==> src/rtl/mem_arbiter.sv <==
// Round-robin arbiter sharing one external memory read/write port among NREQ requesters.
// Define GENIE_ARB_FIXED_PRI_EN to select fixed lowest-index-wins priority instead of round-robin.
module mem_arbiter #(
    parameter int NREQ      = 4,
    parameter int MAX_BURST = 16
) (
    input  logic                 clk,
    input  logic                 rst_n,
    input  logic [NREQ-1:0]      req_rvalid,
    input  logic [26*NREQ-1:0]   req_raddr,
    output logic [NREQ-1:0]      req_rready,
    output logic [31:0]          req_rdata,
    input  logic [NREQ-1:0]      req_wvalid,
    input  logic [26*NREQ-1:0]   req_waddr,
    input  logic [32*NREQ-1:0]   req_wdata,
    output logic [NREQ-1:0]      req_wready,
    output logic                 rvalid,
    output logic [25:0]          raddr,
    input  logic                 rready,
    input  logic [31:0]          rdata,
    output logic                 wvalid,
    output logic [25:0]          waddr,
    output logic [31:0]          wdata,
    input  logic                 wready,
    output logic [NREQ-1:0]      gnt,
    output logic                 busy
);
    localparam int PW      = $clog2(NREQ);
    localparam int BW      = (MAX_BURST > 0) ? $clog2(MAX_BURST + 1) : 1;
    localparam int BLAST_I = (MAX_BURST > 0) ? MAX_BURST - 1 : 0;
    localparam logic [BW-1:0] BLAST = BLAST_I[BW-1:0];

    typedef enum logic {IDLE, GRANT} state_t;

    state_t          state, state_nxt;
    logic [NREQ-1:0] gnt_nxt;
    logic [BW-1:0]   bcnt, bcnt_nxt;
    logic [NREQ-1:0] pend;
    logic [PW-1:0]   g_idx, sel_idx, base, cand;
    logic [PW:0]     sum;
    logic            completion, burst_done, rel;

    assign pend       = req_rvalid | req_wvalid;
    assign completion = (rvalid & rready) | (wvalid & wready);
    assign burst_done = (MAX_BURST != 0) && completion && (bcnt == BLAST);
    assign rel        = (state == GRANT) && (!pend[g_idx] || burst_done);
    assign busy       = (state == GRANT);

`ifdef GENIE_ARB_FIXED_PRI_EN
    assign base = '0;
`else
    logic [PW-1:0] ptr, next_g;

    assign base   = ptr;
    assign next_g = (g_idx == PW'(NREQ - 1)) ? '0 : g_idx + 1'b1;

    always_ff @(posedge clk or negedge rst_n) begin
        if (!rst_n)
            ptr <= '0;
        else if (rel)
            ptr <= next_g;
    end
`endif

    always_comb begin
        g_idx = '0;
        for (int i = 0; i < NREQ; i++)
            if (gnt[i])
                g_idx = PW'(i);
    end

    // Walk downward so the candidate closest to base (after wrap) is the one that sticks.
    always_comb begin
        sel_idx = '0;
        sum     = '0;
        cand    = '0;
        for (int i = NREQ - 1; i >= 0; i--) begin
            sum = {1'b0, base} + (PW+1)'(i);
            if (sum >= (PW+1)'(NREQ))
                sum = sum - (PW+1)'(NREQ);
            cand = sum[PW-1:0];
            if (pend[cand])
                sel_idx = cand;
        end
    end

    always_ff @(posedge clk or negedge rst_n) begin
        if (!rst_n) begin
            state <= IDLE;
            gnt   <= '0;
            bcnt  <= '0;
        end else begin
            state <= state_nxt;
            gnt   <= gnt_nxt;
            bcnt  <= bcnt_nxt;
        end
    end

    always_comb begin
        state_nxt = state;
        gnt_nxt   = gnt;
        bcnt_nxt  = bcnt;
        case (state)
            IDLE: begin
                if (|pend) begin
                    state_nxt        = GRANT;
                    gnt_nxt          = '0;
                    gnt_nxt[sel_idx] = 1'b1;
                    bcnt_nxt         = '0;
                end
            end
            GRANT: begin
                if (rel) begin
                    state_nxt = IDLE;
                    gnt_nxt   = '0;
                    bcnt_nxt  = '0;
                end else if (completion && (MAX_BURST != 0)) begin
                    bcnt_nxt = bcnt + 1'b1;
                end
            end
            default: begin
                state_nxt = IDLE;
                gnt_nxt   = '0;
                bcnt_nxt  = '0;
            end
        endcase
    end

    // Everything below is zero-latency routing keyed off the registered one-hot grant.
    always_comb begin
        rvalid     = 1'b0;
        raddr      = '0;
        wvalid     = 1'b0;
        waddr      = '0;
        wdata      = '0;
        req_rready = '0;
        req_wready = '0;
        req_rdata  = '0;
        for (int i = 0; i < NREQ; i++) begin
            if (gnt[i]) begin
                rvalid        = req_rvalid[i];
                raddr         = req_raddr[26*i +: 26];
                wvalid        = req_wvalid[i];
                waddr         = req_waddr[26*i +: 26];
                wdata         = req_wdata[32*i +: 32];
                req_rready[i] = rready;
                req_wready[i] = wready;
                req_rdata     = rdata;
            end
        end
    end
endmodule

==> config.mk <==
export PLATFORM = sky130hd
export DESIGN_NAME = mem_arbiter
export DESIGN_NICKNAME = d
export VERILOG_FILES = /design/src/rtl/mem_arbiter.sv
export SDC_FILE = /design/constraint.sdc
export NUM_CORES = 1
export LEC_CHECK = 0
export BUFFER_PORTS_ARGS = -buffer_cell sky130_fd_sc_hd__clkbuf_2
export CAP_MARGIN = 20
export CORE_AREA = 8 8 191 193
export DETAILED_ROUTE_END_ITERATION = 8
export DIE_AREA = 0 0 199 201
export GPL_TIMING_DRIVEN = 0
export PLACE_DENSITY = 0.37
export SLEW_MARGIN = 20
export SYNTH_ARGS = -nofsm -noshare
export SYNTH_HDL_FRONTEND = slang
export SYNTH_SLANG_ARGS = --single-unit
export TNS_END_PERCENT = 30
==> constraint.sdc <==
create_clock -name clk -period 2.1 [get_ports clk]
set_clock_uncertainty 0.1 [all_clocks]
set_input_delay 0.525 -clock clk [delete_from_list [all_inputs] [get_ports clk]]
set_output_delay 0.525 -clock clk [all_outputs]
set_load 0.05 [all_outputs]
==> run_results.csv, run 1 <==
group,metric,value,unit
power_and_ir_drop,power.leakage,4.212,nW
routing,vias,6087,
place,hpwl,27140,um
floorplanning,die_x,199,um
floorplanning,die-area,0.04000,mm2
place,io_buffers,510,
setup_path,cp-end-kind,"output port",
final_layout,multi_input_area,0.003059,mm2
setup_path,r2r_end,"base[1]$_DFFE_PN0P_",
yosys,ys.flop_type,"dfrtp_1",
yosys,synthAdderAreaFrac,0.007946,
clocking,clockBufferDepth,2,
yosys,syn_nets,813,
place,finalWeightedCongestion,0.8982,
yosys,ys_warn_count,0,
global_route,grt_pass1_vias,6658,
power_and_ir_drop,swShare,0.5814,
timing,finalWorstPathRequiredPeriod,2.659,ns
yosys,synth_xor_area_frac,0.002781,
final_layout,layout.area.seq,305.3,um2
setup_path,start_kind,"flip-flop",
power_and_ir_drop,power.internal,0.008406,W
timing,setup_tns,-49.71,ns
power_and_ir_drop,seqPwrFrac,0.021,
timing,fmax,376.1,MHz
final_layout,diodes,0,
yosys,netlist.area_leader.share,0.2670,
setup_path,crit_arrival,2.03,ns
setup_path,reg2reg_setup_slack,-0.10,ns
final_layout,final_nets,1347,
yosys,synth_top_family_by_area,"compound AO/OA/AOI/OAI gates",
setup_path,critPathCapture,"waddr[16]",
final_layout,drive_gt1_frac,0.7925,
yosys,yosysTopAreaCell,"a221o_1",
routing,firstDrtPassIters,5,
power_and_ir_drop,power.net_switching,0.01168,W
yosys,synth_edf_count,0,
clocking,htree_num_levels,1,
setup_path,critical_path.startpoint,"gnt[2]$_DFFE_PN0P_",
timing,finalSetupViolCount,122,
clocking,root_buffer,"clkbuf_16",
power_and_ir_drop,clkPwrFrac,0.018,
routing,post_drt_wl_per_cell,22.92,um
timing,finalHoldViolCount,0,
floorplanning,core,0.03328,mm2
yosys,seq_area_frac_synth,0.09535,
floorplanning,die_y,201,um
global_route,track_usage,0.1488,
run,cap_violations,0,
routing,vias_per_cell,4.311,
global_route,grt.overflow.total,0,
setup_path,crit_path_max_fanout,10,
yosys,synth-compound-area-share,0.5626,
yosys,yosys.area_share.simple,0.2400,
clocking,clk_pin_slew,0.05,ns
timing,fin_crit_sh,1.266,
global_route,antenna_found_initial,0,
routing,drtIter0Drc,297,
routing,drc,0,
final_layout,syn2layout_area_growth,171.3,%
setup_path,r2r_cells,7,
clocking,clock_sinks,12,
final_layout,fill_cells,3620,
timing,slew_viol_final,0,
run_status,status,"finished, violations left",
yosys,ys_seq_elements,12,
setup_path,worstReg2RegStart,"gnt[1]$_DFFE_PN0P_",
clocking,cts_tree,"built",
floorplanning,ios,511,
yosys,yosys-top-cells-area,"a221o_1 27%, a22oi_1 20%, nor2_1 11%, dfrtp_1 9.5%, nor2b_1 7.4%",
timing,rsz0062_at_grt,"true",
clocking,worstSkewPairLatency,0.25,ns
floorplanning,fp-row-count,67,
setup_path,cp.required,1.47,ns
timing,fin_ws,-0.5591,ns
run_status,violations,"negative setup slack",
min_path,hp-class,"input pin to async pin",
power_and_ir_drop,power.density,2351,mW/mm2
routing,routed_wl,32360,um
yosys,synthArstFlopShare,1.000,
yosys,ys_types,46,
power_and_ir_drop,p_comb_frac,0.961,
global_route,grt_max_degree,13,
yosys,syn_inst,431,
setup_path,crit_type,"flip-flop to output port",
yosys,synth_area,0.003149,mm2
power_and_ir_drop,power.total,0.02008,W
yosys,yosysMostFrequentCell,"nor2_1",
global_route,grt_pass1_wl,44790,um
timing,maxSlewHeadroom,0.5901,
yosys,syn_area_per_cell,7.307,um2
clocking,cts_buffers,3,
floorplanning,start_util,0.09463,
routing,ant_nets,0,
yosys,synth_mux_area_frac,0.01311,
timing,tightest_slew,0.6111,ns
yosys,yosys-top-cells-count,"92 x nor2_1, 84 x a221o_1, 84 x a22oi_1",
power_and_ir_drop,peakVddDrop,1.247,mV
## layer usage
| metal | up-vias | wire length (um) | GRT usage |
|---|---|---|---|
| li1 | 2803 | - | - |
| met1 | 2893 | 12330 | 0.1677 |
| met2 | 360 | 16760 | 0.2802 |
| met3 | 31 | 2715 | 0.03621 |
| met4 | 0 | 550 | 0.02356 |
| met5 | - | 0 | 0 |
## layout make-up
cell class,instances,share of cell area
Buffer,53,0.07425
Sequential cell,12,0.03574
Clock buffer,4,0.009227
Timing Repair Buffer,529,0.4558
Multi-Input combinational cell,363,0.3581
Tap cell,448,0.06561
Inverter,3,0.001318
## cells by family (layout without fill, tap and decap cells)
family | after synthesis | count (layout)
xor+xnor | 1 | 1
buf+inv | 56 | 589
compound gates | 199 | 199
simple gates | 158 | 158
fa+ha+maj | 2 | 2
mux | 3 | 3
flops | 12 | 12
## flip-flops by register name, indices dropped and copies added, names as in the netlist
register	count
base	2
busy	1
gnt	4
bcnt	5
## per-stage QoR
step,worst slack (ns),hold WS [ns],std cells,area [um2],util
final,-0.5591,0.07408,1412,8543,0.2567
after global routing,-0.6024,0.09845,1412,8543,0.2567
after global placement,-1.123,0.3448,1389,6524,0.1960
after floorplan,-0.3400,0.1294,431,3411,-
after detailed placement,-1.125,0.3493,1389,6524,0.1960
after CTS,-0.5823,0.09189,1411,8258,0.2481
## worst min path at each step
stage	depth (start not counted)	slack (ns)	to
floorplan	0	0.13	base[0]$_DFFE_PN0P_
global placement	1	0.34	base[0]$_DFFE_PN0P_
detailed placement	1	0.35	base[0]$_DFFE_PN0P_
CTS	1	0.09	base[0]$_DFFE_PN0P_
global route	1	0.1	base[0]$_DFFE_PN0P_
finish	1	0.07	base[0]$_DFFE_PN0P_
## critical path: stages, from the launching register on
cell	delay (ns)
dfrtp_2	0.45
buf_12	0.16
nor2b_4	0.18
buf_12	0.17
buf_8	0.15
a22oi_1	0.07
nor2_1	0.25
a221o_2	0.17
clkbuf_8	0.17
## power by group through the flow
stage                     Clock [W]  Sequential [W]  Combinational (W)
after global routing       0.000378        0.000438             0.0201
final                      0.000365        0.000423             0.0193
after detailed placement          0        0.000444             0.0146
after floorplan                   0        0.000547             0.0107
after CTS                  0.000369        0.000433             0.0186
after global placement            0        0.000441             0.0147
## layout by cell type, fill, tap and decap left out, types with 5 or more instances in the layout
| cell | synthesis | final |
|---|---|---|
| dfrtp_1 | 12 | 8 |
| buf_4 | 0 | 14 |
| clkbuf_4 | 0 | 21 |
| nor2b_2 | 0 | 30 |
| nor2_1 | 92 | 88 |
| nor2b_1 | 37 | 6 |
| a22oi_1 | 84 | 50 |
| o21ai_0 | 5 | 5 |
| buf_12 | 0 | 7 |
| buf_8 | 0 | 32 |
| a22oi_2 | 0 | 34 |
| clkbuf_2 | 0 | 393 |
| clkbuf_8 | 1 | 80 |
| nand2_1 | 6 | 6 |
| a221o_2 | 0 | 81 |
| buf_6 | 1 | 21 |
| clkbuf_16 | 0 | 14 |
## timing repair
item / CTS / global route
gates cloned: 3 / 0
buffers inserted: 15 / 1
endpoints found under the setup margin: 125 / 132
pin swaps: 10 / 10
hold endpoints to repair: 0 / 0
resized for setup: 353 / 102
hold buffers: 0 / 0
Power figures use the tool's default switching activity.
==> run 2: changes to the inputs <==
--- a/config.mk
+++ b/config.mk
@@ -7,11 +7,11 @@
 export LEC_CHECK = 0
 export BUFFER_PORTS_ARGS = -buffer_cell sky130_fd_sc_hd__clkbuf_2
 export CAP_MARGIN = 20
-export CORE_AREA = 8 8 191 193
+export CORE_AREA = 2 2 196 198
 export DETAILED_ROUTE_END_ITERATION = 8
-export DIE_AREA = 0 0 199 201
+export DIE_AREA = 0 0 198 200
 export GPL_TIMING_DRIVEN = 0
-export PLACE_DENSITY = 0.37
+export PLACE_DENSITY = 0.34
 export SLEW_MARGIN = 20
 export SYNTH_ARGS = -nofsm -noshare
 export SYNTH_HDL_FRONTEND = slang
==> run 2 against run 1 <==
The run still ends with negative setup slack left; combinational power rose by 8%; die area is 1.0% lower; sequential cell count unchanged; sequential share of layout area down 0.26 points; non-clock buffer count increased by 18.
==> run_results.csv, run 2 (synthesis results as in run 1) <==
group,metric,value,unit
run_status,status,"finished, violations left",
run_status,violations,"negative setup slack",
setup_path,r2r_cells,7,
final_layout,largest_reg_flops,5,
place,hpwl,23840,um
floorplanning,die_y,200,um
timing,hold_ws,0.07547,ns
final_layout,fill_cells,4069,
place,io_buffers,510,
global_route,track_usage,0.1354,
clocking,cts_tree,"built",
routing,vias_per_cell,4.100,
final_layout,layout_common_cells,"394 x clkbuf_2, 94 x buf_8, 87 x nor2_1",
power_and_ir_drop,power.leakage,4.406,nW
routing,firstDrtPassIters,5,
clocking,clock_sinks,12,
routing,vias,6133,
global_route,grt_max_degree,13,
setup_path,start_kind,"flip-flop",
final_layout,finalCoreUtilization,0.2464,
timing,fin_crit_sh,1.264,
floorplanning,start_util,0.08421,
clocking,cts_buffers,3,
floorplanning,core,0.03740,mm2
final_layout,final_nets,1365,
global_route,use_met1,0.1692,
place,finalWeightedCongestion,0.7912,
routing,ant_nets,0,
floorplanning,ios,511,
timing,finalHoldViolCount,0,
timing,rsz0062_at_grt,"true",
setup_path,critPathCapture,"raddr[16]",
setup_path,cp.required,1.47,ns
routing,post_drt_wl_per_cell,20.08,um
floorplanning,die-area,0.03960,mm2
setup_path,critical_path.startpoint,"gnt[1]$_DFFE_PN0P_",
global_route,grt.busiest_layer,"met2",
clocking,worstSkewPairLatency,0.24,ns
global_route,grt.overflow.total,0,
routing,routed_wl,30040,um
timing,finalSetupViolCount,122,
final_layout,top_register,"bcnt",
timing,fmax,376.8,MHz
timing,maxSlewHeadroom,0.6478,
power_and_ir_drop,power.density,2354,mW/mm2
timing,finalWorstPathRequiredPeriod,2.654,ns
clocking,clockBufferDepth,2,
timing,slew_viol_final,0,
global_route,use_met2,0.2411,
timing,tightest_slew,0.5251,ns
global_route,grt_pass1_wl,39140,um
setup_path,worstReg2RegStart,"gnt[1]$_DFFE_PN0P_",
clocking,clk_pin_slew,0.05,ns
power_and_ir_drop,peakVddDrop,0.9443,mV
run,cap_violations,0,
global_route,use_met3,0.01579,
min_path,hp-class,"input pin to async pin",
setup_path,cp-end-kind,"output port",
timing,fin_ws,-0.5543,ns
global_route,antenna_found_initial,3,
setup_path,crit_type,"flip-flop to output port",
final_layout,syn2layout_area_growth,192.6,%
setup_path,reg2reg_setup_slack,-0.07,ns
final_layout,drive_gt1_frac,0.8299,
setup_path,r2r_end,"base[1]$_DFFE_PN0P_",
clocking,htree_num_levels,1,
floorplanning,fp-row-count,71,
setup_path,crit_arrival,2.03,ns
final_layout,final_common_cell,"clkbuf_2",
clocking,root_buffer,"clkbuf_16",
routing,drc,0,
routing,drtIter0Drc,138,
floorplanning,die_x,198,um
clocking,cts.hold.buffers_added,0,
global_route,grt_pass1_vias,6199,
setup_path,crit_path_max_fanout,5,
[run 2: changes by cell type in the layout (fill, tap and decap cells not counted), sizes merged]
cell | previous run | this run
bufbuf | 1 | 0
buf | 76 | 167
clkbuf | 509 | 437
diode | 0 | 3
[run 2: how the worst min path moves through the flow]
stage,cells after the start,startpoint,endpoint,slack (ns)
4_1_cts,1,rst_n,busy$_DFF_PN0_,0.09
3_5_place_dp,1,rst_n,bcnt[3]$_DFFE_PN0P_,0.34
3_3_place_gp,1,rst_n,busy$_DFF_PN0_,0.35
5_1_grt,1,rst_n,busy$_DFF_PN0_,0.09
2_1_floorplan,0,rst_n,base[0]$_DFFE_PN0P_,0.13
6_report,1,rst_n,busy$_DFF_PN0_,0.08
[run 2: report_power, final]
group / internal, W / leakage, nW / switching (W)
clock: 0.000288 / 0.0442 / 0.000102
sequential: 0.000316 / 0.151 / 0.0000857
combinational: 0.00891 / 4.21 / 0.0120
total: 0.00951 / 4.41 / 0.0122
[run 2: timing repair]
action | CTS | global route
gates cloned | 3 | 2
setup endpoints to repair | 125 | 131
resized for setup | 383 | 200
setup buffers | 29 | 4
pin swaps | 8 | 16
[run 2: critical path, cell delays in order (launching register included)]
cell,delay [ns]
dfrtp_2,0.42
buf_12,0.15
nor2b_4,0.15
clkbuf_16,0.17
a22oi_2,0.31
nor2_1,0.09
a221o_2,0.33
buf_8,0.16
[run 2: area by class of cell]
class	instances	area, um2	share of cell area
repair buffers	548	4183	0.4540
multi-input cells	363	3244	0.3521
clock buffers	4	88.84	0.009641
flip-flops and latches	12	305.3	0.03313
diodes	3	7.507	0.0008148
inverters	3	11.26	0.001222
plain buffers	52	734.5	0.07971
well taps	511	639.4	0.06939
[run 2: through the flow]
step / worst slack (ns) / instances / cell area, um2 / setup TNS, ns / total power (W)
6_report: -0.5543 / 1496 / 9214 / -47.34 / 0.02169
5_1_grt: -0.6212 / 1496 / 9214 / -55.56 / 0.02263
4_1_cts: -0.6242 / 1488 / 8625 / -51.65 / 0.02008
3_5_place_dp: -1.264 / 1452 / 6604 / -116.01 / 0.01507
3_3_place_gp: -1.519 / 1452 / 6603 / -116.45 / 0.01512
2_1_floorplan: -0.3400 / 431 / 3411 / -33.15 / 0.01126
[run 2: per-layer routing]
layer	share of wire	up-vias	routed length (um)
met5	0	-	0
met4	0.025	0	745
met3	0.058	30	1735
met2	0.51	373	15290
met1	0.41	2882	12270
li1	-	2848	-
